**src/rtl/core_sequencer.sv**
```systemverilog
// core_sequencer: multi-cycle control sequencer for the unprivileged RISC core.
// Owns the PC, the instruction register and the main FSM. Fetches over a req/ack
// handshake and drives the enable strobes of the decode/ALU/regfile/memory datapath.
//
// Optional feature: define CORE_SEQ_MISALIGN_TRAP_EN to trap (cause 3) when
// WRITE_BACK would load a PC whose low two bits are non-zero.
//
// Ports:
//   clk, reset            core clock, synchronous active-high reset
//   imem_req/addr/ack/rdata  instruction fetch handshake (addr = pc)
//   ir, pc                latched instruction and its address
//   pc_next               next PC from branch/jump logic
//   state                 current FSM state code
//   decoder_illegal, is_load_store, mem_busy, is_div, div_busy  datapath status
//   exec_en, wb_en, retire, trap_taken  state-decoded strobes
//   instret               retired-instruction count
//   trap_cause, trap_pc   cause and PC of the most recent trap
module core_sequencer #(
    parameter int unsigned     XLEN          = 32,
    parameter logic [XLEN-1:0] RESET_PC      = '0,
    parameter logic [XLEN-1:0] TRAP_VEC      = XLEN'(32'h100),
    parameter int unsigned     FETCH_TIMEOUT = 15
) (
    input  logic            clk,
    input  logic            reset,
    output logic            imem_req,
    output logic [XLEN-1:0] imem_addr,
    input  logic            imem_ack,
    input  logic [31:0]     imem_rdata,
    output logic [31:0]     ir,
    output logic [XLEN-1:0] pc,
    input  logic [XLEN-1:0] pc_next,
    output logic [2:0]      state,
    input  logic            decoder_illegal,
    input  logic            is_load_store,
    input  logic            mem_busy,
    input  logic            is_div,
    input  logic            div_busy,
    output logic            exec_en,
    output logic            wb_en,
    output logic            retire,
    output logic [31:0]     instret,
    output logic            trap_taken,
    output logic [1:0]      trap_cause,
    output logic [XLEN-1:0] trap_pc
);

    localparam int unsigned     TO_W_RAW = $clog2(FETCH_TIMEOUT + 1);
    localparam int unsigned     TO_W     = (TO_W_RAW < 1) ? 1 : TO_W_RAW;
    localparam logic [TO_W-1:0] TO_LAST  = TO_W'((FETCH_TIMEOUT == 0) ? 0 : FETCH_TIMEOUT - 1);

    typedef enum logic [2:0] {
        S_FETCH    = 3'b000,
        S_DECODE   = 3'b001,
        S_EXECUTE  = 3'b010,
        S_WB       = 3'b011,
        S_MEM_WAIT = 3'b100,
        S_TRAP     = 3'b101,
        S_DIV_WAIT = 3'b110
    } state_t;

    state_t          state_q;
    state_t          cur_st;
    logic [TO_W-1:0] to_cnt;
    logic            misalign;

    // Unused code 111 behaves as FETCH
    always_comb begin
        cur_st = state_q;
        if (3'(state_q) == 3'b111) cur_st = S_FETCH;
    end

`ifdef CORE_SEQ_MISALIGN_TRAP_EN
    assign misalign = (pc_next[1:0] != 2'b00);
`else
    assign misalign = 1'b0;
`endif

    // State-decoded strobes, all held low while in reset
    assign imem_req   = !reset && (cur_st == S_FETCH);
    assign exec_en    = !reset && (cur_st == S_EXECUTE);
    assign wb_en      = !reset && (cur_st == S_WB) && !misalign;
    assign retire     = !reset && (cur_st == S_WB) && !misalign;
    assign trap_taken = !reset && (cur_st == S_TRAP);
    assign imem_addr  = pc;
    assign state      = state_q;

    // Main sequencer: state, PC, IR, counters and trap record
    always_ff @(posedge clk) begin
        if (reset) begin
            state_q    <= S_FETCH;
            pc         <= RESET_PC;
            ir         <= '0;
            instret    <= '0;
            trap_cause <= '0;
            trap_pc    <= '0;
            to_cnt     <= '0;
        end else begin
            case (cur_st)
                S_FETCH: begin
                    // ack beats a coincident timeout
                    if (imem_ack) begin
                        ir      <= imem_rdata;
                        to_cnt  <= '0;
                        state_q <= S_DECODE;
                    end else if ((FETCH_TIMEOUT != 0) && (to_cnt == TO_LAST)) begin
                        to_cnt     <= '0;
                        trap_pc    <= pc;
                        trap_cause <= 2'd2;
                        state_q    <= S_TRAP;
                    end else begin
                        to_cnt <= to_cnt + TO_W'(1);
                    end
                end
                S_DECODE: begin
                    if (decoder_illegal) begin
                        trap_pc    <= pc;
                        trap_cause <= 2'd1;
                        state_q    <= S_TRAP;
                    end else begin
                        state_q <= S_EXECUTE;
                    end
                end
                S_EXECUTE: begin
                    if (is_load_store)  state_q <= S_MEM_WAIT;
                    else if (is_div)    state_q <= S_DIV_WAIT;
                    else                state_q <= S_WB;
                end
                S_MEM_WAIT: begin
                    if (!mem_busy) state_q <= S_WB;
                end
                S_DIV_WAIT: begin
                    if (!div_busy) state_q <= S_WB;
                end
                S_WB: begin
                    if (misalign) begin
                        trap_pc    <= pc;
                        trap_cause <= 2'd3;
                        state_q    <= S_TRAP;
                    end else begin
                        pc      <= pc_next;
                        instret <= instret + 32'd1;
                        state_q <= S_FETCH;
                    end
                end
                S_TRAP: begin
                    pc      <= TRAP_VEC;
                    state_q <= S_FETCH;
                end
                default: state_q <= S_FETCH;
            endcase
        end
    end

endmodule

```
**config.mk**
```make
export PLATFORM = sky130hd
export DESIGN_NAME = core_sequencer
export DESIGN_NICKNAME = d
export VERILOG_FILES = /design/src/rtl/core_sequencer.sv
export SDC_FILE = /design/constraint.sdc
export NUM_CORES = 1
export LEC_CHECK = 0
export BUFFER_PORTS_ARGS = -buffer_cell sky130_fd_sc_hd__clkbuf_2
export CORE_MARGIN = 3
export CORE_UTILIZATION = 30
export DETAILED_ROUTE_END_ITERATION = 10
export PLACE_DENSITY = 0.64
export SETUP_SLACK_MARGIN = 0.02
export SLEW_MARGIN = 20
export SYNTH_ARGS = -nofsm -noshare
export SYNTH_HDL_FRONTEND = slang
export SYNTH_SLANG_ARGS = --single-unit
```
**constraint.sdc**
```tcl
create_clock -name clk -period 2.2 [get_ports clk]
set_clock_uncertainty 0.15 [all_clocks]
set_input_delay 0.33 -clock clk [delete_from_list [all_inputs] [get_ports clk]]
set_output_delay 0.33 -clock clk [all_outputs]
set_load 0.005 [all_outputs]
```
# Word level (Yosys, flattened, before mapping)
# Cells that the tools add are included.
# word_totals
register_bits	137
latchBits	0
ramBits	0
romBits	0
in_bits	72
out_inout_bits	170
memories	0
# op_classes
add_sub_neg	2
n_mul	0
div_mod_pow	0
order_cmp	0
n_eq_ne	14
shift	0
muxes	20
n_bitwise	0
reduce_logical	11
# op_table
op	count
$pmux 32 s2	2
$mux 32	3
$add 32x1->32 const B	1
$mux 3	8
$pmux 3 s5	1
$eq 3x3->1 const B	4
$mux 4	2
$ne 2x2->1 const B	4
$eq 3x2->1 const B	2
$mux 2	3
$add 4x1->4 const B	1
$eq 4x4->1 const B	1
$logic_and 1x1->1	4
$pmux 2 s2	1
$reduce_and 4->1	1
$reduce_bool 2->1	2
$eq 3x1->1 const B	1
$logic_not 3->1	1
$ne 3x2->1 const B	1
$reduce_and 3->1	1
$ne 2x1->1 const B	1
$reduce_and 2->1	1
$logic_not 1->1	1

# Depth between registers and ports, before layout
# Gate-level depths: netlist (run 1).
# depth
word_depth	5
ltp_mapped	7
mapped_depth_nobuf	6

# Worst setup path after synthesis (run 1)
# Ideal clock, no wire load.
# synth_path
kind	register -> register
from	register state_q[2] (netlist: state[2])
to	register instret[25]
setup_time_ns	0.070
arrival_time_ns	1.823
path_slack_ns	0.157
stages_incl_launch_ff	7
n_path_buf	2
synth_period_minus_slack_ns	2.043
cell_sequence	dfxtp_1 buf_2 nand3b_4 or3_1 buf_2 or4_1 a21oi_1
# synth_via
elab_chain_len	3
# synth_rtl
item	line	rtl
start, declared	62	state_t state_q;
start signal, assigned	91	state_q <= S_FETCH;
start signal, assigned	105	state_q <= S_DECODE;
start signal, assigned	110	state_q <= S_TRAP;
$eq 3x3->1	70	if (3'(state_q) == 3'b111) cur_st = S_FETCH;
$mux 3 *	70	
$eq 3x2->1 *	99	case (cur_st)
end signal, assigned	142	instret <= instret + 32'd1;
end, declared	42	output logic [31:0] instret,
# Mark *: on every way between the ends. The rest lies on a longest branch, timed or not.
# A chain may end at the register's enable or synchronous reset.

# Worst setup path after layout (run 1)
# layout_path
from	register instret[9]
to	register instret[22]
# layout_via
elab_chain_len	1
# layout_rtl
item	line
$add 32x1->32	142
# No other way between the ends.

==> run metrics, run 1 <==
HP Start=pc_next[29]; RePlAce Congestion=0.796; post-synth cell types=51; area grow syn2layout=46.3%; Clock Sinks=137; register area share after synthesis=0.469; slowest CP cell=or4_4; drt pass-1 iters=4; total number of vias=5594; Worst setup SP type=flop; final hold vios=0; largest family of logic cells by synthesized area=simple AND/OR/NAND/NOR gates; # DRC=0; Final ANT Viol Nets=0; max incr delay on CP=0.61 ns; Initial Utilization=0.309; Register-to-Register Path Depth=4; crit path cell chain=nand4_4 -> or4_4 -> or4_1 -> a21oi_1; CTS buffer count=17; CP required=2.39 ns; compound-cell area share of the yosys netlist=0.154; port bufs=241; Inst Count DP=1094; Post-layout nets=1000; Worst Hold Depth=2; Via density=4.67; first-pass GRT wire length=27.5 mm; RSZ-0062 raised after global routing=true; max-cap viol count=0; DIE WIDTH=146 um; status=finished clean; setup TNS=0 ns; EDFF count, synth=0; largest net degree at the start of global routing=144; XOR/XNOR share of the synthesized area=0.0135; Async S/R FF share, synth=0; clk_lat worst skew=0.41 ns; grt total ovfl=0; Post-Syn Nets=720; count of pins over their slew limit=0; critical path class=reg2reg; htree depth=4; syn_area_per_cell=9.06 um2; worst reg2reg setup slack=0.10 ns; CP endpoint kind=flop; Core Region=18900 um2; Syn Std Cell Area=5840 um2; Hold Crit Class=in2reg; post-DR wirelength/cell=14.4 um; RR Startpoint=instret[9]; Tcrit/Tclk final=0.954; Syn. warnings=0; Max IR drop VDD=527 uV; initial antenna violation count=0; top_reg_cell synth=dfxtp_1; CP startpoint=instret[9]; Worst slew margin=0.599; cell row count=50; Overall Global Routing Usage=0.157; vias in the first global route=5387; DP HPWL=10.9 mm; Cells after Synth=645; clk buf depth=2; f_max=476 MHz; post-synthesis mux area share=0.0565; antenna cell count=0; Clock Tree Root=clkbuf_16; Simple-Gate Fraction of Synth Area=0.218; num ports=242; die area=21200 um2; Final setup violation count=0; Crit Path Max Fanout=6; number of synthesized register bits=137; share of cells above drive strength 1=0.350; clock slew at reported path FFs=0.07 ns; Worst-Margin Slew=0.602 ns; Leak=0.00380 uW; CTS tree=yes; Design Power=7420 uW; arrival time at the worst endpoint=2.29 ns; Power Dens Cells=868 nW/um2; Starting DRT DRC Count=199; WL final=17.3 mm; Vert. Die Dim=146 um; adder-cell area share of the yosys netlist=0.00642; Tmin final=2.10 ns; Layout Cells excl Fill=1198
[worst paths after layout]
| kind | endpoint |
|---|---|
| worst max-delay path | instret[22] |
| worst min-delay path | imem_addr[29] |
| worst max register to register | instret[22] |
| worst min register to register | ir[4] |
[state kept, by name, summed over array words and instances (netlist names)]
name / flops
instret: 32
trap_pc: 32
ir: 32
imem_addr: 32
state: 3
trap_cause: 2
to_cnt: 4
[layer usage]
metal | share of wire | vias up | global-route usage | wire length [um]
li1 | - | 2793 | - | -
met1 | 0.43 | 2580 | 0.184 | 7490
met2 | 0.48 | 206 | 0.266 | 8210
met3 | 0.079 | 15 | 0.0620 | 1370
met4 | 0.013 | 0 | 0.0451 | 219
met5 | 0 | - | 0 | 0
[cell families (layout without fill, tap and decap cells)]
family                     count (synthesis)  count (layout)
buffers and inverters                     90             380
DFF                                      137             137
muxes                                     33              33
AOI/OAI and AO/OA                        138             138
and+or+nand+nor                          235             238
adders and majority gates                  3               3
xor gates and xnor gates                   9               9
[area by class of cell]
cell class,instances,area [um2]
clock buffers,18,439
clock inverters,14,163
fillers,1792,10300
inverters,10,37.5
multi-input cells,421,2690
flip-flops and latches,137,2750
well taps,260,325
repair buffers,338,2140
[report_power, final]
group          total, uW  leakage (uW)  internal, uW  switching, uW
clock network       2920      0.000282          1730           1190
registers           2830       0.00111          2680            145
logic               1670       0.00240           804            869
[worst max-delay path: cells and delay by family, from the launching register on]
kind	cells	cell delay [ns]
AND/OR/NAND/NOR	3	1.30
flip-flops	1	0.43
AO/OA/AOI/OAI	1	0.15
[placed cells by master (no fill, tap or decap), drive strengths merged, types with 5 or more instances in the layout]
cell,netlist,layout
clkbuf,37,257
dfxtp,137,137
nand2,79,79
nand2b,66,66
dlygate4sd3,0,63
a21oi,62,62
buf,43,36
mux2i,33,33
a22o,31,31
or4,18,20
nor2,18,19
o31ai,17,17
inv,10,16
nand3,13,13
nand4,11,11
o21ai,10,10
or3,7,7
xnor2,5,5
nor3,5,5
[cell usage after synthesis (3+ instances only)]
| library cell | number | area share |
|---|---|---|
| a21oi_1 | 62 | 0.053 |
| inv_1 | 10 | 0.0064 |
| nor2_1 | 18 | 0.012 |
| o31ai_1 | 17 | 0.022 |
| buf_4 | 33 | 0.042 |
| clkbuf_1 | 37 | 0.024 |
| buf_2 | 8 | 0.0069 |
| o21ai_0 | 9 | 0.0077 |
| dfxtp_1 | 137 | 0.47 |
| xor2_1 | 4 | 0.0060 |
| nand2_1 | 79 | 0.051 |
| nand4_1 | 10 | 0.011 |
| nand2b_1 | 66 | 0.071 |
| nor4_1 | 3 | 0.0032 |
| or4_1 | 17 | 0.022 |
| xnor2_1 | 5 | 0.0075 |
| nor3_1 | 5 | 0.0043 |
| mux2i_1 | 33 | 0.057 |
| and4_1 | 3 | 0.0045 |
| ha_1 | 3 | 0.0064 |
| a22o_1 | 31 | 0.046 |
| nand3_1 | 13 | 0.011 |
| or3_1 | 7 | 0.0075 |
[stage by stage]
stage	cell area, um2	hold WS, ns	setup WS [ns]	util
final	8550	0.0468	0.101	0.453
after CTS	8480	0.0159	0.0211	0.449
after global routing	8550	0.0226	0.00134	0.453
after global placement	7200	0.293	0.0730	0.381
after detailed placement	7200	0.296	0.0754	0.381
after floorplan	5840	0.291	0.157	-
[timing repair]
item | CTS | global route
buffers inserted | 2 | 3
gates cloned | 2 | 2
resized for setup | 7 | 11
pin swaps | 1 | 3
setup endpoints to repair | 3 | 7
hold buffers | 63 | 0
hold endpoints to repair | 63 | 0
Note: power is estimated with default switching activity, not from simulation.
==> run 2, diff against run 1 <==
Settings changed: BUFFER_PORTS_ARGS -buffer_cell sky130_fd_sc_hd__clkbuf_2 to -buffer_cell sky130_fd_sc_hd__buf_2.
==> run 2 against run 1 <==
Worst hold slack lost 0.018 ns. Utilization grew 0.093 points. Clock power grew 7.2%. Wire length shrank 0.83%. Sequential cell count is the same. Clock-buffer cell count is the same. Register-to-register slack gained 0.02 ns. Largest cell class unchanged. First-iteration DRC count grew 31%. Sequential power is essentially flat.
==> run metrics, run 2 (same netlist as run 1, synthesis figures left out) <==
# DRC=0; CP required=1.72 ns; DRT met1 WL=7.55 mm; first-pass GRT wire length=27.3 mm; CTS buffer count=17; crit path buf inv count=3; Design Power=7600 uW; grt total ovfl=0; clk_lat worst skew=0.41 ns; RePlAce Congestion=0.803; most common cell after layout, fill and taps aside=buf_2; metal2 WL=8.09 mm; Clock Sinks=137; wire length on met3=1.31 mm; total number of vias=5583; CP endpoint kind=output port; Clock Tree Root=clkbuf_16; crit path cell chain=buf_6 -> and3_4 -> nor2_2 -> buf_4 -> nor2_1 -> buf_2; RSZ-0062 raised after global routing=true; critical path's top delay family=buffers and inverters; final hold vios=0; Inst Count DP=1093; Final setup violation count=0; Power Dens Cells=887 nW/um2; Starting DRT DRC Count=260; arrival time at the worst endpoint=1.61 ns; Register-to-Register Path Depth=4; cell row count=50; clock slew at reported path FFs=0.06 ns; DR top layer=met4; Worst-Margin Slew=0.605 ns; WL final=17.1 mm; Crit Path Max Fanout=11; Core Region=18900 um2; num ports=242; Critical Path Stages=6; Layout Cells excl Fill=1195; count of pins over their slew limit=0; Post-layout nets=997; Worst setup SP type=flop; antenna cell count=0; area grow syn2layout=46.6%; DP HPWL=10.8 mm; max incr delay on CP=0.35 ns; port bufs=241; Final ANT Viol Nets=0; CTS tree=yes; Final Util=0.454; Tcrit/Tclk final=0.950; die area=21200 um2; htree depth=4; Max IR drop VDD=520 uV; Tmin final=2.09 ns; DIE WIDTH=146 um; setup TNS=0 ns; Initial Utilization=0.309; share of cells above drive strength 1=0.352; initial antenna violation count=0; status=finished clean; Leak=0.00395 uW; largest net degree at the start of global routing=144; Hold Crit Class=in2reg; Overall Global Routing Usage=0.157; drt pass-1 iters=4; Worst slew margin=0.597; Via density=4.67; max-cap viol count=0; Vert. Die Dim=146 um; vias in the first global route=5320; post-DR wirelength/cell=14.3 um; critical path class=reg2out; clk buf depth=2; most frequent cells in the layout=buf_2, dfxtp_1, nand2_1; Worst Hold Depth=3; slowest CP cell=dfxtp_2; f_max=478 MHz
[run 2: cell types whose count changed in the layout (fill, tap and decap cells not counted), sizes merged]
cell	before	now
buf	36	274
bufinv	2	4
clkbuf	257	18
clkinvlp	4	2
dlygate4sd3	63	61
[run 2: repair_timing]
action                                  CTS  global route
buffers inserted                          0             5
hold endpoints to repair                 61             0
pin swaps                                 1             4
cloned                                    2             2
gates resized for setup                   7            10
endpoints found under the setup margin    3            12
hold buffers                             61             0
[run 2: routing by layer]
layer  GRT usage  vias to the layer above
li1            -                     2797
met3      0.0598                       10
met4      0.0427                        0
met2       0.266                      215
met5           0                        -
met1       0.186                     2561
[run 2: per-stage QoR]
step                setup slack [ns]  area, um2  hold slack, ns
finish                         0.110       8570          0.0288
global route                 0.00722       8570          0.0164
CTS                           0.0256       8490         0.00450
detailed placement            0.0235       7190           0.294
global placement               0.101       7190           0.289
floorplan                      0.157       5840           0.291
[run 2: path summary, 6_finish.rpt]
kind / slack, ns / endpoint / startpoint
hold reg to reg: 0.30 / ir[20] / ir[20]
setup / recovery: 0.11 / imem_req / state[1]
hold / removal: 0.03 / ir[4] / imem_rdata[4]
setup reg to reg: 0.12 / instret[26] / instret[10]
[run 2: cell type report]
| class | instances | area (um2) |
|---|---|---|
| timing repair buffer | 335 | 2110 |
| clock inverter | 14 | 210 |
| fill | 1793 | 10300 |
| multi-input combinational | 421 | 2690 |
| inverter | 10 | 37.5 |
| clock buffer | 18 | 439 |
| sequential | 137 | 2750 |
| tap | 260 | 325 |
[run 2: power breakdown]
group          total, uW  switching [uW]  leakage (uW)  internal [uW]
combinational       1650             863       0.00252            789
clock               3130            1160      0.000312           1960
sequential          2820             136       0.00111           2680
[run 2: worst register-to-register path, delay by kind of cell (launching register included)]
kind             cells  cell delay (ns)
AND/OR/NAND/NOR      3             1.32
flip-flops           1             0.40
AO/OA/AOI/OAI        1             0.14
